<file path="config.mk">
export PLATFORM = sky130hd
export DESIGN_NAME = ppi_bus_sequencer_flat
export DESIGN_NICKNAME = d
export VERILOG_FILES = /design/src/rtl/ppi_bus_sequencer_if.sv /design/src/rtl/ppi_bus_sequencer.sv /design/src/flat_wrapper.sv
export SDC_FILE = /design/constraint.sdc
export NUM_CORES = 1
export LEC_CHECK = 0
export ABC_CLOCK_PERIOD_IN_PS = 5800
export BUFFER_PORTS_ARGS = -buffer_cell sky130_fd_sc_hd__buf_4
export CAP_MARGIN = 25
export CORE_ASPECT_RATIO = 0.9
export CORE_MARGIN = 2
export CORE_UTILIZATION = 50
export CTS_CLUSTER_SIZE = 14
export DETAILED_ROUTE_END_ITERATION = 16
export HOLD_SLACK_MARGIN = 0.15
export PLACE_DENSITY = 0.85
export SLEW_MARGIN = 10
export SYNTH_ARGS = -nofsm -noshare
export SYNTH_HDL_FRONTEND = slang
export SYNTH_SLANG_ARGS = --single-unit
</file>
<file path="constraint.sdc">
create_clock -name clk -period 5.8 [get_ports clk]
set_input_delay 0.58 -clock clk [delete_from_list [all_inputs] [get_ports clk]]
set_output_delay 0.58 -clock clk [all_outputs]
set_load 0.02 [all_outputs]
</file>
<file path="src/rtl/ppi_bus_sequencer_if.sv">
// CPU-side request/response and PPI pin bundle for ppi_bus_sequencer.
// slave = the sequencer, master = the CPU side plus the PPI model.
interface ppi_bus_sequencer_if;
  logic       req_valid;
  logic       req_ready;
  logic       req_we;
  logic [1:0] req_addr;
  logic [7:0] req_wdata;
  logic       rsp_valid;
  logic [7:0] rsp_rdata;
  logic       rsp_err;
  logic       ppi_a0;
  logic       ppi_a1;
  logic       ppi_rdb;
  logic       ppi_wrb;
  logic       ppi_reset;
  logic [7:0] ppi_data_o;
  logic       ppi_data_oe;
  logic [7:0] ppi_data_i;

  modport slave (
    input  req_valid, req_we, req_addr, req_wdata, ppi_data_i,
    output req_ready, rsp_valid, rsp_rdata, rsp_err,
           ppi_a0, ppi_a1, ppi_rdb, ppi_wrb, ppi_reset, ppi_data_o, ppi_data_oe
  );

  modport master (
    output req_valid, req_we, req_addr, req_wdata, ppi_data_i,
    input  req_ready, rsp_valid, rsp_rdata, rsp_err,
           ppi_a0, ppi_a1, ppi_rdb, ppi_wrb, ppi_reset, ppi_data_o, ppi_data_oe
  );
endinterface

</file>
<file path="src/rtl/ppi_bus_sequencer.sv">
// Turns single-cycle CPU requests into timed PPI bus cycles (setup/strobe/hold).
// Define CWR_VERIFY_EN to add an automatic read-back check after writes to address 3.
module ppi_bus_sequencer #(
  parameter int SETUP_CYC = 2,
  parameter int PULSE_CYC = 3,
  parameter int HOLD_CYC  = 2,
  parameter int RESET_CYC = 4,
  parameter int CNT_W     = 4
) (
  input  logic              clk,
  input  logic              reset,
  ppi_bus_sequencer_if.slave bus
);

  typedef enum logic [3:0] {
    S_RST,
    S_IDLE,
    S_SETUP,
    S_STROBE,
    S_HOLD,
    S_RESP
`ifdef CWR_VERIFY_EN
    ,
    S_VSETUP,
    S_VSTROBE,
    S_VHOLD
`endif
  } state_t;

  // SETUP counts one extra step: its first cycle is the address-launch cycle.
  localparam logic [CNT_W-1:0] SETUP_END  = CNT_W'(SETUP_CYC);
  localparam logic [CNT_W-1:0] PULSE_LAST = CNT_W'(PULSE_CYC - 1);
  localparam logic [CNT_W-1:0] HOLD_LAST  = CNT_W'(HOLD_CYC - 1);
  localparam logic [CNT_W-1:0] RESET_END  = CNT_W'(RESET_CYC);
`ifdef CWR_VERIFY_EN
  localparam logic [CNT_W-1:0] VSETUP_LAST = CNT_W'(SETUP_CYC - 1);
`endif

  state_t           state_q, state_d;
  logic [CNT_W-1:0] cnt_q, cnt_d;
  logic             ready_q, ready_d;
  logic             rsp_valid_q, rsp_valid_d;
  logic [7:0]       rsp_rdata_q, rsp_rdata_d;
  logic [1:0]       a_q, a_d;
  logic             rdb_q, rdb_d;
  logic             wrb_q, wrb_d;
  logic             ppi_reset_q, ppi_reset_d;
  logic [7:0]       data_o_q, data_o_d;
  logic             oe_q, oe_d;
  logic             we_q, we_d;
  logic [1:0]       addr_q, addr_d;
  logic [7:0]       wdata_q, wdata_d;
`ifdef CWR_VERIFY_EN
  logic             rsp_err_q, rsp_err_d;
`endif

  always_comb begin
    state_d     = state_q;
    cnt_d       = cnt_q + CNT_W'(1);
    ready_d     = ready_q;
    rsp_valid_d = 1'b0;
    rsp_rdata_d = rsp_rdata_q;
    a_d         = a_q;
    rdb_d       = rdb_q;
    wrb_d       = wrb_q;
    ppi_reset_d = ppi_reset_q;
    data_o_d    = data_o_q;
    oe_d        = oe_q;
    we_d        = we_q;
    addr_d      = addr_q;
    wdata_d     = wdata_q;
`ifdef CWR_VERIFY_EN
    rsp_err_d   = rsp_err_q;
`endif

    case (state_q)
      S_RST: begin
        if (cnt_q == RESET_END) begin
          state_d     = S_IDLE;
          ppi_reset_d = 1'b0;
          cnt_d       = '0;
        end
      end

      // req_ready is only raised one cycle after entering IDLE from RST
      S_IDLE: begin
        ready_d = 1'b1;
        if (ready_q && bus.req_valid) begin
          ready_d = 1'b0;
          we_d    = bus.req_we;
          addr_d  = bus.req_addr;
          wdata_d = bus.req_wdata;
          state_d = S_SETUP;
          cnt_d   = '0;
        end
      end

      S_SETUP: begin
        if (cnt_q == '0) begin
          a_d      = addr_q;
          oe_d     = we_q;
          data_o_d = we_q ? wdata_q : data_o_q;
        end
        if (cnt_q == SETUP_END) begin
          state_d = S_STROBE;
          cnt_d   = '0;
          wrb_d   = !we_q;
          rdb_d   = we_q;
        end
      end

      // Read data is sampled on the same edge that raises rdb.
      S_STROBE: begin
        if (cnt_q == PULSE_LAST) begin
          state_d = S_HOLD;
          cnt_d   = '0;
          wrb_d   = 1'b1;
          rdb_d   = 1'b1;
          if (!we_q) rsp_rdata_d = bus.ppi_data_i;
        end
      end

      S_HOLD: begin
        if (cnt_q == HOLD_LAST) begin
          cnt_d = '0;
          oe_d  = 1'b0;
`ifdef CWR_VERIFY_EN
          if (we_q && addr_q == 2'd3) begin
            state_d = S_VSETUP;
          end else begin
            state_d     = S_RESP;
            rsp_valid_d = 1'b1;
            rsp_err_d   = 1'b0;
          end
`else
          state_d     = S_RESP;
          rsp_valid_d = 1'b1;
`endif
        end
      end

      S_RESP: begin
        state_d = S_IDLE;
        ready_d = 1'b1;
        cnt_d   = '0;
      end

`ifdef CWR_VERIFY_EN
      // Read-back of the control word just written; address 3 is still driven.
      S_VSETUP: begin
        if (cnt_q == VSETUP_LAST) begin
          state_d = S_VSTROBE;
          cnt_d   = '0;
          rdb_d   = 1'b0;
        end
      end

      S_VSTROBE: begin
        if (cnt_q == PULSE_LAST) begin
          state_d     = S_VHOLD;
          cnt_d       = '0;
          rdb_d       = 1'b1;
          rsp_rdata_d = bus.ppi_data_i;
        end
      end

      S_VHOLD: begin
        if (cnt_q == HOLD_LAST) begin
          state_d     = S_RESP;
          cnt_d       = '0;
          rsp_valid_d = 1'b1;
          rsp_err_d   = (rsp_rdata_q != wdata_q);
        end
      end
`endif

      default: begin
        state_d = S_RST;
        cnt_d   = '0;
      end
    endcase
  end

  always_ff @(posedge clk or posedge reset) begin
    if (reset) begin
      state_q     <= S_RST;
      cnt_q       <= '0;
      ready_q     <= 1'b0;
      rsp_valid_q <= 1'b0;
      rsp_rdata_q <= '0;
      a_q         <= '0;
      rdb_q       <= 1'b1;
      wrb_q       <= 1'b1;
      ppi_reset_q <= 1'b1;
      data_o_q    <= '0;
      oe_q        <= 1'b0;
`ifdef CWR_VERIFY_EN
      rsp_err_q   <= 1'b0;
`endif
    end else begin
      state_q     <= state_d;
      cnt_q       <= cnt_d;
      ready_q     <= ready_d;
      rsp_valid_q <= rsp_valid_d;
      rsp_rdata_q <= rsp_rdata_d;
      a_q         <= a_d;
      rdb_q       <= rdb_d;
      wrb_q       <= wrb_d;
      ppi_reset_q <= ppi_reset_d;
      data_o_q    <= data_o_d;
      oe_q        <= oe_d;
`ifdef CWR_VERIFY_EN
      rsp_err_q   <= rsp_err_d;
`endif
    end
  end

  // Request holding registers need no reset: they are written before any use.
  always_ff @(posedge clk) begin
    we_q    <= we_d;
    addr_q  <= addr_d;
    wdata_q <= wdata_d;
  end

  assign bus.req_ready   = ready_q;
  assign bus.rsp_valid   = rsp_valid_q;
  assign bus.rsp_rdata   = rsp_rdata_q;
  assign bus.ppi_a0      = a_q[0];
  assign bus.ppi_a1      = a_q[1];
  assign bus.ppi_rdb     = rdb_q;
  assign bus.ppi_wrb     = wrb_q;
  assign bus.ppi_reset   = ppi_reset_q;
  assign bus.ppi_data_o  = data_o_q;
  assign bus.ppi_data_oe = oe_q;
`ifdef CWR_VERIFY_EN
  assign bus.rsp_err     = rsp_err_q;
`else
  assign bus.rsp_err     = 1'b0;
`endif

endmodule

</file>
<file path="src/flat_wrapper.sv">
// flat-port wrapper written by rule: the top's interface ports become plain ports
module ppi_bus_sequencer_flat 
#(
  parameter int SETUP_CYC = 2,
  parameter int PULSE_CYC = 3,
  parameter int HOLD_CYC  = 2,
  parameter int RESET_CYC = 4,
  parameter int CNT_W     = 4
)
  (clk, reset, bus_req_valid, bus_req_we, bus_req_addr, bus_req_wdata, bus_ppi_data_i, bus_req_ready, bus_rsp_valid, bus_rsp_rdata, bus_rsp_err, bus_ppi_a0, bus_ppi_a1, bus_ppi_rdb, bus_ppi_wrb, bus_ppi_reset, bus_ppi_data_o, bus_ppi_data_oe);
  ppi_bus_sequencer_if bus_i ();
  input  logic clk;
  input  logic reset;
  input wire logic [$bits(bus_i.req_valid)-1:0] bus_req_valid;
  input wire logic [$bits(bus_i.req_we)-1:0] bus_req_we;
  input wire logic [$bits(bus_i.req_addr)-1:0] bus_req_addr;
  input wire logic [$bits(bus_i.req_wdata)-1:0] bus_req_wdata;
  input wire logic [$bits(bus_i.ppi_data_i)-1:0] bus_ppi_data_i;
  output wire logic [$bits(bus_i.req_ready)-1:0] bus_req_ready;
  output wire logic [$bits(bus_i.rsp_valid)-1:0] bus_rsp_valid;
  output wire logic [$bits(bus_i.rsp_rdata)-1:0] bus_rsp_rdata;
  output wire logic [$bits(bus_i.rsp_err)-1:0] bus_rsp_err;
  output wire logic [$bits(bus_i.ppi_a0)-1:0] bus_ppi_a0;
  output wire logic [$bits(bus_i.ppi_a1)-1:0] bus_ppi_a1;
  output wire logic [$bits(bus_i.ppi_rdb)-1:0] bus_ppi_rdb;
  output wire logic [$bits(bus_i.ppi_wrb)-1:0] bus_ppi_wrb;
  output wire logic [$bits(bus_i.ppi_reset)-1:0] bus_ppi_reset;
  output wire logic [$bits(bus_i.ppi_data_o)-1:0] bus_ppi_data_o;
  output wire logic [$bits(bus_i.ppi_data_oe)-1:0] bus_ppi_data_oe;
  assign bus_i.req_valid = bus_req_valid;
  assign bus_i.req_we = bus_req_we;
  assign bus_i.req_addr = bus_req_addr;
  assign bus_i.req_wdata = bus_req_wdata;
  assign bus_i.ppi_data_i = bus_ppi_data_i;
  assign bus_req_ready = bus_i.req_ready;
  assign bus_rsp_valid = bus_i.rsp_valid;
  assign bus_rsp_rdata = bus_i.rsp_rdata;
  assign bus_rsp_err = bus_i.rsp_err;
  assign bus_ppi_a0 = bus_i.ppi_a0;
  assign bus_ppi_a1 = bus_i.ppi_a1;
  assign bus_ppi_rdb = bus_i.ppi_rdb;
  assign bus_ppi_wrb = bus_i.ppi_wrb;
  assign bus_ppi_reset = bus_i.ppi_reset;
  assign bus_ppi_data_o = bus_i.ppi_data_o;
  assign bus_ppi_data_oe = bus_i.ppi_data_oe;
  ppi_bus_sequencer #(.SETUP_CYC(SETUP_CYC), .PULSE_CYC(PULSE_CYC), .HOLD_CYC(HOLD_CYC), .RESET_CYC(RESET_CYC), .CNT_W(CNT_W)) u_core (.clk(clk), .reset(reset), .bus(bus_i));
endmodule
</file>
* Word-level counts from Yosys, hierarchy flattened
Index checks and enable logic that the tools add are counted.
Cells by class: eq/ne operators 14, bitwise operators 1, reduce and logical (&&, ||, !) cells 16, mux-type cells 23, $add $sub $neg 1
Operator list (count):
- 4-bit 2-to-1 mux | 9
- 4-bit case mux with 6 select lines | 1
- 4-bit case mux with 4 select lines | 1
- 4-bit by 2-bit == test with 1-bit output, second input constant | 3
- 4-bit by 3-bit == test with 1-bit output, second input constant | 3
- 2-bit by 1-bit != test with 1-bit output, second input constant | 6
- 3-bit AND reduction | 4
- 4-bit by 1-bit == test with 1-bit output, second input constant | 2
- 4-bit zero test | 2
- 1-bit 2-to-1 mux | 8
- 1-bit case mux with 2 select lines | 4
- 2-bit AND reduction | 3
- 2-bit nonzero test | 3
- 5-bit AND reduction | 1
- 4-bit by 1-bit adder with 4-bit output, second input constant | 1
- 2-bit OR reduction | 1
- 1-bit logical AND | 1
- 1-bit zero test | 1
- 1-bit inverter | 1
Storage, ports and cells: register bits after elaboration 43, input bits 22, word-level logic and storage cells 69, output and inout bits 25

* Logic depth before layout (Yosys ltp)
depth in word-level cells 3, gate-level depth with buffers 6, depth with buffers taken out 6

* Worst setup path after synthesis
No wires, ideal clock.
path type register to register, from register u_core.state_q[0], to register u_core.addr_q[0], enable pin, clock period less this slack 2.019 ns, buffers on the path 1, setup time 0.398 ns, stages on the path, launching flop included 4, data required time 5.402 ns, arrival 1.621 ns, setup slack 3.781 ns, cell sequence dfrtp_1 buf_6 nor2b_1 nor3b_1
On the way: word-level cells in the longest chain between the ends 2
RTL lines:
- start, declared | line ppi_bus_sequencer.sv:39 | state_t state_q, state_d;
- start signal, assigned | line ppi_bus_sequencer.sv:201 | state_q <= state_d;
- 4-bit by 1-bit == test with 1-bit output | line ppi_bus_sequencer.sv:76 | case (state_q)
- 2-bit AND reduction (no source line)
- end signal, assigned | line ppi_bus_sequencer.sv:221 | addr_q <= addr_d;
- end, declared | line ppi_bus_sequencer.sv:51 | logic [1:0] addr_q, addr_d;
Every way passes these cells. A chain may end at the register's enable or synchronous reset.

* Worst setup path in the final report
from register u_core.cnt_q[0], to register u_core.state_q[0]
On the way: word-level cells in the longest chain between the ends 3, elaborated cells on any way between the ends 8, those cells by class 7 x eq/ne; 1 x reduce/logical
RTL lines:
- start, declared | line ppi_bus_sequencer.sv:40 | logic [CNT_W-1:0] cnt_q, cnt_d;
- start signal, assigned | line ppi_bus_sequencer.sv:202 | cnt_q <= cnt_d;
- 4-bit by 2-bit == test with 1-bit output, or another cell as far along | line ppi_bus_sequencer.sv:104, ppi_bus_sequencer.sv:114
- 2-bit by 1-bit != test with 1-bit output (no source line)
- 5-bit AND reduction (no source line) *
Mark *: on every way between the ends. The rest lies on a longest branch, timed or not.

==> out/metrics.yaml <==
track_usage_pct: 17.2
cts_tree: "yes"
crit_fanout: 5
synth.largest_area_cell: "dfrtp_1"
routedWlPerCell_microns: 14.6
synth_most_common_cell: "dfrtp_1"
grt_pass1_vias: 1014
max_freq_mhz: 514
start_kind: "flip-flop"
postCtsHoldBufs: 0
synthArstFlopShare_pct: 73.8
grt_overflow: 0
ir_drop_uv: 315
finalCoreUtilization_pct: 65.9
vias: 1044
grt_start_max_net_pins: 17
ys_seq_area_share_pct: 62.9
worstSkewPairLatency_ns: 0.30
yosysWarnings: 0
final_nets: 193
die_area_sq_um: 4020
netlist_area_sq_um: 1770
drt_pass1_iterations: 4
drv_slew: 0
post_cts_buffers: 0
hold_ws_ns: 0.361
cts.sinks: 42
ys.flop_type: "dfrtp_1"
r2r_setup_slack_ns: 3.86
antenna_found_initial: 0
avgViaCountPerCell: 4.92
hold_viol_final: 0
drcViolationCount: 0
cts_buffers: 5
rsz0062_at_grt: "no"
finClkSkew_ns: 0.00706
diodes: 0
drtIter0Drc: 25
layout-drive-gt1-share_pct: 49.4
synth_edf_count: 11
finalSetupViolations: 0
min_period_ns: 1.94
critPathArrivalTime_ns: 2.12
htreeDepth: 2
ys_top_cells_by_count: "28 x dfrtp_1, 11 x edfxtp_1, 10 x mux2_2, 9 x mux2_4, 8 x nor2_1"
final_cells: 212
area_growth_pct: 26.2
status: "completed"
tightest_slew_ns: 0.832
die_w_microns: 66.6
place_hpwl_microns: 2410
max-cap-violations: 0
synth.area.top_cells: "dfrtp_1 40%, edfxtp_1 19%, mux2_4 7.7%"
clk_pin_slew_ns: 0.07
slew-limit-headroom_pct: 44.3
nFillCells: 246
root_buffer: "clkbuf_8"
synth_nets: 144
wirelength_microns: 3100
ys_seq_elements: 42
grt_pass1_wl_microns: 4780
synthesis.instances: 118
powerDensity_nw_per_um2: 544
fin_tns_setup_ns: 0
die_y_microns: 60.4
hp-class: "input port to async pin"
required_ns: 5.98
p_leak_nw: 1.05
synth.top_cell.area_share_pct: 39.7
cts_resized: 0
crit_path_end_kind: "flip-flop"
avgSynthCellArea_sq_um: 15.0
cts.path.max_buffers: 2
ys_types: 35
crit_type: "flip-flop to flip-flop"
num_io_pins: 47
port_buffers: 45
antenna_left: 0
rows: 20
fin_crit_sh_pct: 33.5
dpl.cell_count: 204
gp_congestion: 0.852
core_region_area_sq_um: 3380
start_util_pct: 52.3
sequential cells by signal, indices dropped and copies added (netlist names):
signal and count:
u_core.bus.ppi_data_o 8, u_core.bus.rsp_rdata 8, u_core.wdata_q 8, u_core.cnt_q 4, u_core.state_q 3, u_core.a_q 2
u_core.addr_q 2, u_core.bus.ppi_data_oe 1, u_core.bus.ppi_rdb 1, u_core.bus.ppi_reset 1, u_core.bus.ppi_wrb 1, u_core.bus.req_ready 1
u_core.bus.rsp_valid 1, u_core.we_q 1
placed cells by master, fill, tap and decap left out, types with 4 or more instances in the layout:
master	instances
nand2_1	7
buf_4	45
ha_1	4
mux2_2	10
dfrtp_1	28
nor2_1	8
edfxtp_1	11
mux2_4	9
inv_1	5
clkbuf_8	5
area by class of cell:
type	instances	area [sq um]	area share, %
sequential	42	1110	49.8
multi-input combinational	67	604	27.1
timing repair buffer	46	353	15.8
clock buffer	6	72.6	3.26
tap	44	55.1	2.47
inverter	5	18.8	0.843
clock inverter	2	13.8	0.618
where the power goes:
| part | internal, mW | switching (mW) | leakage (nW) |
|---|---|---|---|
| combinational | 0.274 | 0.261 | 0.528 |
| sequential | 0.415 | 0.0835 | 0.473 |
| clock | 0.0847 | 0.0941 | 0.0452 |
| total | 0.774 | 0.438 | 1.05 |
path summary, 6_finish.rpt:
path                               startpoint                        to  cells past startpoint
max                           u_core.cnt_q[0]         u_core.state_q[0]                      6
min                                     reset  u_core.bus.ppi_data_o[0]                      2
max reg2reg                   u_core.cnt_q[0]         u_core.state_q[0]                      6
min in group clk             bus_req_wdata[2]         u_core.wdata_q[2]                      1
max in group asynchronous               reset        u_core.bus.ppi_wrb                      3
min reg2reg                u_core.bus.ppi_rdb        u_core.bus.ppi_rdb                      2
cells by family after synthesis:
group,count (synthesis),synth area share (%)
compound gates,9,4.54
xor+xnor,3,1.49
fa+ha+maj,4,2.83
buf+inv,9,3.19
flops,42,62.9
mux,19,14.0
other cells,1,0.212
simple gates,31,10.8
worst max-delay path: stages, from the launching register on:
cell and delay [ns]:
dfrtp_1 0.43, inv_1 0.10, ha_1 0.22, and3b_1 0.21
nor2b_1 0.07, a2111oi_4 0.45, mux2_4 0.34
routing by layer:
metal / track usage, % / part of all wire [%] / up-vias
met3: 6.86 / 5.1 / 4
met2: 28.7 / 53 / 25
met4: 8.75 / 2.2 / 0
met1: 19.5 / 39 / 517
met5: 0 / 0 / -
li1: - / - / 498
stage by stage:
step / instance area (sq um) / power (mW) / setup WS [ns]
2_1_floorplan: 1770 / 0.859 / 3.78
3_3_place_gp: 2130 / 1.01 / 3.95
3_5_place_dp: 2140 / 1.04 / 3.83
4_1_cts: 2230 / 1.22 / 3.84
5_1_grt: 2230 / 1.28 / 3.71
6_report: 2230 / 1.21 / 3.86
Power figures use the tool's default switching activity.
